$ cat config.mk
export PLATFORM = sky130hd
export DESIGN_NAME = picoblaze_rtc_port_bank
export DESIGN_NICKNAME = d
export VERILOG_FILES = /design/src/rtl/picoblaze_rtc_port_bank.sv
export SDC_FILE = /design/constraint.sdc
export NUM_CORES = 1
export LEC_CHECK = 0
export BUFFER_PORTS_ARGS = -buffer_cell sky130_fd_sc_hd__buf_2
export CAP_MARGIN = 15
export CORE_MARGIN = 2
export CORE_UTILIZATION = 52
export CTS_BUF_LIST = sky130_fd_sc_hd__clkbuf_8
export DETAILED_ROUTE_END_ITERATION = 7
export PLACE_DENSITY = 0.79
export SLEW_MARGIN = 20
export SYNTH_ARGS = -nofsm -noshare
export SYNTH_HDL_FRONTEND = slang
export SYNTH_SLANG_ARGS = --single-unit
$ cat constraint.sdc
create_clock -name clk -period 1.5 [get_ports clk]
set_input_delay 0.15 -clock clk [delete_from_list [all_inputs] [get_ports clk]]
set_output_delay 0.15 -clock clk [all_outputs]
set_load 0.02 [all_outputs]
$ cat src/rtl/picoblaze_rtc_port_bank.sv
// PicoBlaze I/O port bank for an RTC controller: shadow/commit write registers,
// snapshot read registers, a commit handshake FSM and a registered read port.
module picoblaze_rtc_port_bank #(
  parameter int         NREG      = 9,
  parameter int         W         = 8,
  parameter logic [7:0] WR_BASE   = 8'h02,
  parameter logic [7:0] RD_BASE   = 8'h0D,
  parameter logic [7:0] CTRL_PORT = 8'h0B,
  parameter logic [7:0] STAT_PORT = 8'h0C
) (
  input  logic              clk,
  input  logic              reset,
  input  logic              write_strobe,
  input  logic              read_strobe,
  input  logic [7:0]        port_id,
  input  logic [W-1:0]      out_port,
  output logic [W-1:0]      in_port,
  output logic [NREG*W-1:0] reg_out,
  input  logic [NREG*W-1:0] rtc_in,
  input  logic              rtc_done,
  output logic              wr_req,
  output logic              busy
);

  localparam int WR_LO   = int'(WR_BASE);
  localparam int WR_HI   = WR_LO + NREG - 1;
  localparam int RD_LO   = int'(RD_BASE);
  localparam int RD_HI   = RD_LO + NREG - 1;
  localparam int CTRL_ID = int'(CTRL_PORT);
  localparam int STAT_ID = int'(STAT_PORT);

  localparam bit BAD_NREG  = (NREG < 1) || (NREG > 16);
  localparam bit BAD_W     = (W < 1) || (W > 8);
  localparam bit BAD_RANGE = (WR_HI > 255) || (RD_HI > 255);
  localparam bit BAD_WR_RD = (WR_LO <= RD_HI) && (RD_LO <= WR_HI);
  localparam bit BAD_CTRL  = ((CTRL_ID >= WR_LO) && (CTRL_ID <= WR_HI)) ||
                             ((CTRL_ID >= RD_LO) && (CTRL_ID <= RD_HI));
  localparam bit BAD_STAT  = ((STAT_ID >= WR_LO) && (STAT_ID <= WR_HI)) ||
                             ((STAT_ID >= RD_LO) && (STAT_ID <= RD_HI)) ||
                             (STAT_ID == CTRL_ID);

  generate
    if (BAD_NREG) begin : g_bad_nreg
      $error("picoblaze_rtc_port_bank: NREG must be in 1..16");
    end
    if (BAD_W) begin : g_bad_w
      $error("picoblaze_rtc_port_bank: W must be in 1..8");
    end
    if (BAD_RANGE) begin : g_bad_range
      $error("picoblaze_rtc_port_bank: register range exceeds port id 8'hFF");
    end
    if (BAD_WR_RD || BAD_CTRL || BAD_STAT) begin : g_bad_overlap
      $error("picoblaze_rtc_port_bank: port id ranges overlap");
    end
  endgenerate

  typedef enum logic [1:0] {
    ST_IDLE    = 2'd0,
    ST_REQ     = 2'd1,
    ST_RELEASE = 2'd2
  } state_t;

  state_t              state;
  logic [W-1:0]        shadow [NREG];
  logic [W-1:0]        snap   [NREG];
  logic [NREG*W-1:0]   shadow_flat;
  logic [NREG-1:0]     wr_sel;
  logic                ctrl_wr;
  logic                commit_req;
  logic                snap_req;
  logic                snap_bit;
  logic                stat_rd;
  logic                done_flag;
  logic                overrun;
  logic                done_nxt;
  logic                overrun_nxt;
  logic [W-1:0]        rd_data_p0;

  // Status word {overrun, busy, done_flag} truncated to the data width.
  function automatic logic [W-1:0] status_word(input logic ovr, input logic bsy,
                                               input logic dn);
    logic [W-1:0] r;
    r = '0;
    for (int k = 0; k < W; k++) begin
      case (k)
        0:       r[k] = dn;
        1:       r[k] = bsy;
        2:       r[k] = ovr;
        default: r[k] = 1'b0;
      endcase
    end
    return r;
  endfunction

  generate
    if (W > 1) begin : g_snap_bit
      assign snap_bit = out_port[1];
    end else begin : g_no_snap_bit
      assign snap_bit = 1'b0;
    end
  endgenerate

  assign ctrl_wr    = write_strobe && (port_id == CTRL_PORT);
  assign commit_req = ctrl_wr && out_port[0];
  assign snap_req   = ctrl_wr && snap_bit;
  assign stat_rd    = read_strobe && (port_id == STAT_PORT);

  always_comb begin
    wr_sel      = '0;
    shadow_flat = '0;
    for (int i = 0; i < NREG; i++) begin
      wr_sel[i]             = write_strobe && (port_id == 8'(WR_LO + i));
      shadow_flat[i*W +: W] = shadow[i];
    end
  end

  always_comb begin
    rd_data_p0 = '0;
    for (int i = 0; i < NREG; i++) begin
      if (port_id == 8'(RD_LO + i)) rd_data_p0 = snap[i];
    end
    if (port_id == STAT_PORT) rd_data_p0 = status_word(overrun, busy, done_flag);
  end

  // A flag being set in the same cycle as a status-read clear keeps the set.
  always_comb begin
    done_nxt    = done_flag;
    overrun_nxt = overrun;
    if (stat_rd) begin
      done_nxt    = 1'b0;
      overrun_nxt = 1'b0;
    end
    if (commit_req && (state == ST_IDLE)) done_nxt = 1'b0;
    if (commit_req && (state != ST_IDLE)) overrun_nxt = 1'b1;
    if ((state == ST_RELEASE) && !rtc_done) done_nxt = 1'b1;
  end

  always_ff @(posedge clk or negedge reset) begin
    if (!reset) begin
      for (int i = 0; i < NREG; i++) begin
        shadow[i] <= '0;
        snap[i]   <= '0;
      end
    end else begin
      for (int i = 0; i < NREG; i++) begin
        if (wr_sel[i]) shadow[i] <= out_port;
        if (snap_req)  snap[i]   <= rtc_in[i*W +: W];
      end
    end
  end

  // Read port stage: in_port is the registered copy of rd_data_p0.
  always_ff @(posedge clk or negedge reset) begin
    if (!reset) begin
      state     <= ST_IDLE;
      wr_req    <= 1'b0;
      busy      <= 1'b0;
      reg_out   <= '0;
      done_flag <= 1'b0;
      overrun   <= 1'b0;
      in_port   <= '0;
    end else begin
      in_port   <= rd_data_p0;
      done_flag <= done_nxt;
      overrun   <= overrun_nxt;
      case (state)
        ST_IDLE: begin
          if (commit_req) begin
            reg_out <= shadow_flat;
            state   <= ST_REQ;
            wr_req  <= 1'b1;
            busy    <= 1'b1;
          end
        end
        ST_REQ: begin
          if (rtc_done) begin
            state  <= ST_RELEASE;
            wr_req <= 1'b0;
          end
        end
        ST_RELEASE: begin
          if (!rtc_done) begin
            state <= ST_IDLE;
            busy  <= 1'b0;
          end
        end
        default: begin
          state  <= ST_IDLE;
          wr_req <= 1'b0;
          busy   <= 1'b0;
        end
      endcase
    end
  end

endmodule

## Word level (Yosys, flattened, before mapping)

Cells that the tools add are included.

- Equal/unequal tests: 25
- Mux-type cells: 23
- Bitwise logic cells: 2
- Reductions and logical operators: 25

Operators by type and width:

| operator | number |
|---|---|
| $mux W8 | 10 |
| $eq A8 B4 Y1 const B | 8 |
| $eq A8 B5 Y1 const B | 6 |
| $eq A8 B3 Y1 const B | 4 |
| $eq A8 B2 Y1 const B | 2 |
| $logic_and A1 B1 Y1 | 16 |
| $reduce_and A3 Y1 | 3 |
| $mux W1 | 7 |
| $mux W2 | 3 |
| $ne A2 B2 Y1 const B | 3 |
| $pmux W1 S3 | 2 |
| $pmux W2 S3 | 1 |
| $reduce_bool A2 Y1 | 2 |
| $reduce_bool A3 Y1 | 1 |
| $eq A2 B1 Y1 const B | 1 |
| $eq A2 B2 Y1 const B | 1 |
| $logic_not A2 Y1 | 1 |
| $not A1 Y1 | 2 |
| $reduce_and A2 Y1 | 1 |
| $logic_not A1 Y1 | 1 |

- Register bits: 230
- Input port bits: 93
- Output and inout bits: 82
- Logic and storage cells: 100

## Logic depth before layout (Yosys ltp)

Gate-level depths: netlist (run 1).

- Depth after elaboration: 11
- Depth in mapped cells: 7
- Depth with buffers taken out: 5

## Worst setup path before layout (run 1)

OpenSTA, ideal clock, no wires.

- Kind: input -> register
- Start: input port port_id[4]
- End: register reg_out[16]
- Library setup time: 0.125 ns
- Arrival: 1.791 ns
- Required time: 1.375 ns
- Path slack: -0.416 ns
- Stages: 7
- Buffers on the path: 2
- Cells stage by stage: nor4_2 -> nand2_1 -> nor3b_2 -> and4_1 -> buf_4 -> buf_6 -> mux2_2

- Word-level cells in the longest chain between the ends: 4

RTL lines:

| item | line | source |
|---|---|---|
| start, declared | 15 | `input logic [7:0] port_id,` |
| $eq A8 B4 Y1 | 103 | `assign ctrl_wr = write_strobe && (port_id == CTRL_PORT);` |
| $logic_and A1 B1 Y1 | 103 |  |
| $logic_and A1 B1 Y1 | 104 | `assign commit_req = ctrl_wr && out_port[0];` |
| $reduce_and A2 Y1 (no source line) | - |  |
| end signal, assigned | 169 | `reg_out <= shadow_flat;` |
| end, declared | 18 | `output logic [NREG*W-1:0] reg_out,` |

Every way passes these cells.
A chain may end at the register's enable or synchronous reset.

## Final worst setup path (run 1)

- Start: register state[1]
- End: register reg_out[33]

- Word-level cells in the longest chain between the ends: 2

RTL lines:

| item | line | source |
|---|---|---|
| start, declared | 63 | `state_t state;` |
| start signal, assigned | 155 | `state <= ST_IDLE;` |
| start signal, assigned | 170 | `state <= ST_REQ;` |
| start signal, assigned | 177 | `state <= ST_RELEASE;` |
| $logic_not A2 Y1 | 166 | `case (state)` |
| $reduce_and A2 Y1 (no source line) | - |  |

Every way passes these cells.

==> results of run 1 <==
[cells by family (layout without fill, tap and decap cells)]
| kind of cell | Yosys count | after routing | synth area share |
|---|---|---|---|
| buffers and inverters | 31 | 378 | 0.0236 |
| and+or+nand+nor | 63 | 63 | 0.0395 |
| AOI/OAI and AO/OA | 48 | 48 | 0.0335 |
| DFF | 230 | 230 | 0.620 |
| muxes | 233 | 233 | 0.284 |
[sequential cells by signal (all words and copies together), names as in the netlist]
| register | cells |
|---|---|
| busy | 1 |
| done_flag | 1 |
| in_port | 8 |
| overrun | 1 |
| reg_out | 72 |
| shadow | 72 |
| snap | 72 |
| state | 2 |
| wr_req | 1 |
[cells in the mapped netlist, drive strengths merged, types with 2 or more instances]
cell,number
mux2,232
nand3,5
or2b,2
nor3b,2
buf,19
or3,2
or2,7
o21ai,5
nor2,10
o22ai,18
nor2b,2
nand2,14
clkbuf,8
a22oi,8
nand2b,3
dfrtp,230
a21o,2
nor3,9
a21oi,8
inv,3
[per-stage QoR]
step,instance area [um^2],worst slack [ns]
floorplan,9480,-0.348
global placement,11000,-0.466
detailed placement,11000,-0.513
CTS,12600,-0.0565
global route,12700,-0.0818
finish,12700,-0.0596
[repair_timing]
action | CTS | global route
gates resized for setup | 22 | 6
cloned | 2 | 2
hold buffers | 75 | 0
pin swaps | 1 | 2
endpoints found under the setup margin | 72 | 73
hold endpoints to repair | 306 | 0
buffers inserted | 6 | 4
[final cells by class]
cell class                      count  area share
Clock buffer                       47      0.0509
Clock inverter                     15     0.00472
Inverter                            3    0.000885
Multi-Input combinational cell    344       0.281
Sequential cell                   230       0.452
Tap cell                          225      0.0221
Timing Repair Buffer              313       0.188
[per-layer routing]
layer  vias to the layer above  wire length (um)  global-route usage
met3                        55              1500              0.0596
met4                         2               660              0.0934
li1                       2837                 -                   -
met2                       231             12300               0.457
met5                         -                11                   0
met1                      3261              9670               0.317
[worst paths after layout]
path | to | slack (ns)
max in group asynchronous | reg_out[7] | 0.73
worst max-delay path | reg_out[33] | -0.06
worst min register to register | reg_out[69] | 0.48
worst min-delay path | shadow[55] | 0.08
worst max register to register | reg_out[33] | -0.06
min in group asynchronous | reg_out[52] | 0.15
[power breakdown]
group / internal [mW] / total (mW) / switching (mW) / leakage (nW)
sequential: 6.37 / 6.46 / 0.0935 / 3.19
combinational: 0.452 / 0.858 / 0.406 / 3.12
clock: 2.80 / 5.13 / 2.33 / 0.414
==> metrics.csv, run 1 <==
metric,value,unit
reg2reg_depth,6,
ios,175,
route.vias.total,6386,
dpl.cell_count,1027,
ant_nets,0,
setup_viol,43,
clk_pin_slew_worst_paths,0.06,ns
core_area,0.0174,mm^2
p_leak,6.73,nW
initial_core_util,0.535,
setup_ws,-0.0596,ns
drc,0,
grt_pass1_vias,7077,
critPathLaunch,state[1],
yosys-top-cells-area,"dfrtp_1 (62%), mux2_2 (24%), mux2_1 (4.0%)",
cp_max_fo,5,
synth_area,0.00929,mm^2
antenna_found_initial,1,
grt_pass1_wl,37500,um
final_common_cell,dfrtp_1,
yosysUniqueCellTypes,46,
holdWs,0.0828,ns
path_common_cell,buf_12,
finalPower,12.4,mW
synth-async-reset-ratio,1.00,
r2r-start,state[1],
critical_path_arrival,1.95,ns
gr-total-overflow,0,
worst_slew_pin_slew,0.408,ns
fin_crit,1.56,ns
final_util,0.733,
dpl.hpwl,15800,um
routedWlPerCell,20.5,um
vdd_drop_max,0.787,mV
vias_per_cell,5.43,
slew_violations,0,
netlist.area_leader.share,0.620,
cts_buffers,39,
synth-seq-cells,230,
setup_tns,-1.16,ns
slowest_stage,dfrtp_1,
synth_edf_count,0,
rsz0062_at_grt,true,
htreeDepth,2,
drive_above_1_share,0.562,
port_buffers,174,
crit_path_end_kind,flop,
clock_sinks,230,
synth_flop_cell,dfrtp_1,
crit_family,simple AND/OR/NAND/NOR gates,
die_area,0.0189,mm^2
dieWidth,138,um
outcome,"finished, violations left",
multi_input_area,0.00358,mm^2
cts_buffer_depth,3,
grt_usage,0.261,
yosysWarnings,0,
period_share,1.04,
cts_tree,built,
powerDensity,978,mW/mm^2
max_slew_margin,0.728,
clockRootBuffer,clkbuf_8,
synth.yosys.seq_area_share,0.620,
row_count,48,
nNetsFinal,1024,
mostFrequentLayoutCells,"dfrtp_1 (230), buf_2 (173), mux2_2 (167)",
violations,negative setup slack,
path_class,flop to flop,
fillers,1119,
worst_setup_path_start_kind,flop,
worst-path-buf-inv,3,
globalplace.congestion,0.950,
postSynthCellCount,605,
n_antenna_cell,0,
clock_skew,0.0189,ns
dr.first_iter.drc_count,315,
syn_to_final_growth,37.0,%
clk_latency,0.52,ns
finalWirelength,24200,um
cp_cell_sequence,"nor2_2, and4_4, buf_12, buf_12, buf_16, mux2_4",
holdPathStages,2,
drv_cap,0,
seq_area,0.00576,mm^2
die_h,138,um
fmax,641,MHz
dr.pass1.iters,4,
cp.required,1.89,ns
avgSynthCellArea,15.4,um^2
worstHoldStart,out_port[7],
hold_viol,0,
cpPeakStageDelay,0.38,ns
synth.net_count,698,
grt_max_degree,50,
yosysTopAreaCell,dfrtp_1,
hp-class,input port to flop,
cp.depth,6,
layoutNonFillerInstCount,1177,
(Power assumes the default switching activity.)
==> run 2: changes to the inputs <==
--- a/config.mk
+++ b/config.mk
@@ -10,6 +10,6 @@
 export CORE_MARGIN = 2
-export CORE_UTILIZATION = 52
-export CTS_BUF_LIST = sky130_fd_sc_hd__clkbuf_8
+export CORE_UTILIZATION = 50
 export DETAILED_ROUTE_END_ITERATION = 7
-export PLACE_DENSITY = 0.79
+export PLACE_DENSITY = 0.76
+export RECOVER_POWER = 50
 export SLEW_MARGIN = 20
==> constraint.sdc (replaced) <==
create_clock -name clk -period 1.5 [get_ports clk]
set_input_delay 0.075 -clock clk [delete_from_list [all_inputs] [get_ports clk]]
set_output_delay 0.075 -clock clk [all_outputs]
set_load 0.02 [all_outputs]
==> run 2 against run 1 <==
  * The run still ends with negative setup slack left
  * Critical path type unchanged
  * Critical endpoint is now reg_out[65]
  * Sequential power about the same
  * Clock power increased by 9.4%
  * Maximum frequency decreased by 2.1%
  * Largest cell class unchanged
==> metrics.csv, run 2 (synthesis gave the netlist of run 1 again) <==
metric,value,unit,change
hold_viol,0,,unchanged
clk_latency,0.51,ns,about the same
route.vias.total,6246,,-2.2%
vias_per_cell,5.36,,-1.3%
fmax,628,MHz,-2.1%
drv_cap,0,,unchanged
dieWidth,140,um,+1.9%
drive_above_1_share,0.564,,+0.00213
grt_usage,0.238,,-0.0232
dr.pass1.iters,4,,unchanged
setup_viol,74,,+72%
gr-total-overflow,0,,unchanged
cts_buffer_depth,3,,unchanged
row_count,49,,+2.1%
clock_sinks,230,,unchanged
clk_pin_slew_worst_paths,0.06,ns,about the same
worst_slew_pin_slew,0.782,ns,+0.374 ns
slew_violations,0,,unchanged
dpl.hpwl,15100,um,-4.6%
dr.first_iter.drc_count,280,,-11%
worst_setup_path_start_kind,flop,,
setup_tns,-4.74,ns,-3.58 ns
cts_buffers,24,,-38%
cp.required,1.89,ns,about the same
ios,175,,unchanged
cts_tree,built,,
clockRootBuffer,clkbuf_16,,
initial_core_util,0.514,,-0.0216
slowest_stage,dfrtp_1,,
core_area,0.0181,mm^2,+4.2%
powerDensity,1010,mW/mm^2,+3.3%
hp-class,input port to flop,,
grt_pass1_wl,36700,um,-2.1%
finalWirelength,23800,um,-1.6%
path_class,flop to flop,,
clock_skew,0.0122,ns,-0.00666 ns
nNetsFinal,1013,,-1.1%
reg_top3,"reg_out x72, shadow x72, snap x72",,
mostFrequentLayoutCells,"dfrtp_1 (230), mux2_2 (173), buf_2 (172)",,
cp_cell_sequence,"nor2_2, and4_4, buf_12, clkbuf_16, mux2_4",,
crit_family,simple AND/OR/NAND/NOR gates,,
fin_crit,1.59,ns,+0.0336 ns
final_util,0.705,,-0.0275
vdd_drop_max,1.11,mV,+42%
worst-path-buf-inv,2,,-1
critical_path_arrival,1.98,ns,+0.03 ns
cp_max_fo,7,,+2
grt_max_degree,57,,+14%
finalPower,12.9,mW,+3.6%
final_common_cell,dfrtp_1,,
setup_ws,-0.0932,ns,-0.0336 ns
ant_nets,0,,unchanged
die_h,140,um,+1.9%
outcome,"finished, violations left",,
grt_pass1_vias,6706,,-5.2%
cpPeakStageDelay,0.41,ns,+0.03 ns
globalplace.congestion,0.778,,-18%
die_area,0.0197,mm^2,+3.9%
routedWlPerCell,20.4,um,-0.70%
antenna_found_initial,2,,+1
htreeDepth,1,,-1
period_share,1.06,,+0.0224
crit_path_end_kind,flop,,
max_slew_margin,0.479,,-0.249
p_leak,6.68,nW,-0.66%
drc,0,,unchanged
syn_to_final_growth,37.4,%,
port_buffers,174,,unchanged
rsz0062_at_grt,true,,
violations,negative setup slack,,
-- run 2: cell count changes in the layout (fill, tap and decap cells not counted), moves of 5 or more --
cell	previous run	this run
clkbuf_8	47	7
mux2_2	167	173
clkbuf_1	0	5
clkbuf_16	2	26
inv_1	15	3
mux2_1	12	4
-- run 2: layer usage --
layer	wire [um]	GRT usage
met1	9710	0.298
met2	12400	0.425
met5	0	0
met3	1160	0.0455
met4	551	0.0638
-- run 2: power by group --
group	total (mW)	leakage [nW]	switching [mW]	internal, mW
combinational	0.826	3.11	0.396	0.431
clock	5.61	0.387	2.34	3.28
sequential	6.45	3.19	0.0908	6.36
total	12.9	6.68	2.82	10.1
-- run 2: final cells by class --
type	instances	area, um^2
sequential	230	5760
fill	1197	5330
multi-input combinational	344	3560
timing repair buffer	317	2370
clock buffer	33	704
tap	229	287
clock inverter	9	60.1
inverter	3	11.3
antenna	1	2.50
-- run 2: what timing repair did --
item | in CTS | in global routing
buffers inserted | 7 | 2
hold buffers | 77 | 0
pin swaps | 2 | 3
resized for setup | 4 | 29
gates cloned | 2 | 2
endpoints found under the setup margin | 72 | 75
endpoints found under the hold margin | 322 | 0
-- run 2: metrics by stage --
stage	hold WS, ns	cells	instance area [um^2]	worst slack [ns]
2_1_floorplan	-0.221	605	9470	-0.273
3_3_place_gp	0.0247	1034	11000	-0.378
3_5_place_dp	0.0290	1034	11000	-0.403
4_1_cts	0.0230	1161	12600	-0.0590
5_1_grt	0.0338	1166	12800	-0.138
6_report	0.0350	1166	12800	-0.0932
-- run 2: final timing paths --
check / startpoint / to / slack [ns] / depth (start not counted)
max in group asynchronous: reset / snap[13] / 0.22 / 3
worst max-delay path: state[1] / reg_out[65] / -0.09 / 5
worst max register to register: state[1] / reg_out[65] / -0.09 / 5
worst min-delay path: out_port[4] / shadow[12] / 0.04 / 2
min in group asynchronous: reset / reg_out[37] / 0.19 / 2
worst min register to register: reg_out[14] / reg_out[14] / 0.49 / 1
-- run 2: worst reg2reg max path, delay by kind of cell (launching register included) --
family / cells / cell delay, ns
muxes: 1 / 0.29
buffers and inverters: 2 / 0.33
and+or+nand+nor: 2 / 0.45
DFF: 1 / 0.41
==> run 3: changes to the inputs <==
Settings changed: SKIP_CTS_REPAIR_TIMING set to 1.
==> run 3 against run 2 <==
  * The run ends with negative hold slack, negative setup slack left
  * Setup slack better by 0.030 ns
  * Core utilization down 0.19 points
  * Combinational power down 1%
  * Critical path type unchanged
==> metrics.csv, run 3 (synthesis gave the netlist of run 1 again) <==
metric,value,unit,change
outcome,"finished, violations left",,
violations,"negative hold slack, negative setup slack",,
cpPeakStageDelay,0.39,ns,-0.02 ns
intPower,10.1,mW,about the same
mostFrequentLayoutCells,"dfrtp_1 (230), mux2_2 (174), buf_2 (173)",,
clk_pin_slew_worst_paths,0.06,ns,about the same
cts_buffer_depth,3,,unchanged
finalPower,12.9,mW,about the same
routedWlPerCell,20.3,um,-0.58%
path_class,flop to flop,,
finalWirelength,23500,um,-1.1%
p_comb_frac,0.063,,about the same
grt_pass1_wl,33500,um,-8.7%
drive_above_1_share,0.564,,about the same
clockRootBuffer,clkbuf_16,,
die_area,0.0197,mm^2,unchanged
reg2reg_depth,5,,unchanged
hp-class,input port to flop,,
worst_setup_path_start_kind,flop,,
hold_viol,9,,+9
cp.required,1.89,ns,about the same
row_count,49,,unchanged
clk_latency,0.51,ns,about the same
dp_slack,-0.403,ns,unchanged
grt_pass1_vias,6171,,-8.0%
wl_met1,9510,um,-2.1%
fmax,640,MHz,+1.9%
dpl.hpwl,15100,um,unchanged
period_share,1.04,,-0.0199
p_leak,6.66,nW,-0.30%
clock_sinks,230,,unchanged
rsz0062_at_grt,true,,
worst-path-buf-inv,2,,unchanged
highest_layer,met4,,
worst_slew_pin_slew,0.769,ns,-0.0136 ns
route.vias.total,6136,,-1.8%
p_sw,2.82,mW,about the same
n_antenna_cell,0,,-1
cp_max_fo,10,,+3
dr_wl_met2,12400,um,about the same
swShare,0.219,,+0.000228
setup_ws,-0.0634,ns,+0.0299 ns
dr.first_iter.drc_count,245,,-13%
gr-total-overflow,0,,unchanged
critical_path_arrival,1.95,ns,-0.03 ns
crit_family,simple AND/OR/NAND/NOR gates,,
syn_to_final_growth,37.0,%,
drc,0,,unchanged
clock_skew,0.00788,ns,-0.00435 ns
cp_cell_sequence,"nor2_2, and4_4, buf_12, buf_12, mux2_2",,
grt_usage,0.216,,-0.0222
port_buffers,174,,unchanged
reg_top3,"reg_out x72, shadow x72, snap x72",,
slew_violations,0,,unchanged
seq_power_share,0.501,,about the same
vdd_drop_max,1.11,mV,-0.32%
powerDensity,1010,mW/mm^2,+0.25%
initial_core_util,0.514,,unchanged
core_area,0.0181,mm^2,unchanged
die_h,140,um,unchanged
fin_crit,1.56,ns,-0.0299 ns
holdWs,-0.0168,ns,-0.0518 ns
clockPowerShare,0.436,,about the same
slowest_stage,dfrtp_1,,
setup_viol,67,,-9.5%
max_slew_margin,0.488,,+0.00905
dieWidth,140,um,unchanged
dr.pass1.iters,4,,unchanged
cts_tree,built,,
nNetsFinal,1008,,-0.49%
grt_max_degree,57,,unchanged
cts_buffers,24,,unchanged
cp.depth,5,,unchanged
htreeDepth,1,,unchanged
holdPathStages,2,,unchanged
final_common_cell,dfrtp_1,,
vias_per_cell,5.29,,-1.3%
routed-wl-met3,1130,um,-2.5%
ios,175,,unchanged
path_common_cell,buf_12,,
drv_cap,0,,unchanged
ant_nets,0,,unchanged
globalplace.congestion,0.778,,unchanged
crit_path_end_kind,flop,,
antenna_found_initial,1,,-1
[run 3: changes by cell type in the layout (fill, tap and decap cells not counted)]
cell	change
mux2_4	-1
clkbuf_16	+3
buf_4	-4
buf_6	-2
diode_2	-1
buf_2	+1
dlygate4sd3_1	-2
buf_12	+1
buf_16	-2
mux2_2	+1
[run 3: stage by stage]
| stage | instance area [um^2] | utilization | cells | setup TNS (ns) |
|---|---|---|---|---|
| finish | 12700 | 0.703 | 1160 | -2.67 |
| global route | 12700 | 0.703 | 1160 | -5.59 |
| CTS | 11700 | 0.649 | 1076 | -5.46 |
| detailed placement | 11000 | 0.607 | 1034 | -63.64 |
| global placement | 11000 | 0.607 | 1034 | -63.60 |
| floorplan | 9470 | - | 605 | -22.66 |
[run 3: layout make-up]
class                   instances  area, um^2
flip-flops and latches        230        5760
fillers                      1199        5360
multi-input cells             344        3560
repair buffers                312        2350
clock buffers                  33         704
well taps                     229         287
clock inverters                 9        60.1
inverters                       3        11.3
[run 3: path summary, 6_finish.rpt]
kind	startpoint	slack, ns	to
setup / recovery	state[0]	-0.06	reg_out[3]
hold reg to reg	shadow[13]	0.49	reg_out[61]
hold / removal	out_port[7]	-0.02	shadow[15]
min in group asynchronous	reset	0.19	reg_out[37]
setup reg to reg	state[0]	-0.06	reg_out[3]
max in group asynchronous	reset	0.22	snap[6]
[run 3: power by group through the flow]
stage / combinational [mW] / sequential [mW] / clock [mW]
finish: 0.818 / 6.45 / 5.62
global route: 0.895 / 6.47 / 6.01
CTS: 0.684 / 6.45 / 5.72
detailed placement: 0.681 / 6.56 / 0
global placement: 0.654 / 6.55 / 0
floorplan: 0.251 / 6.54 / 0
[run 3: per-layer routing]
metal,vias up,GRT usage
li1,2799,-
met1,3121,0.284
met2,178,0.366
met3,38,0.0492
met4,0,0.0532
met5,-,0
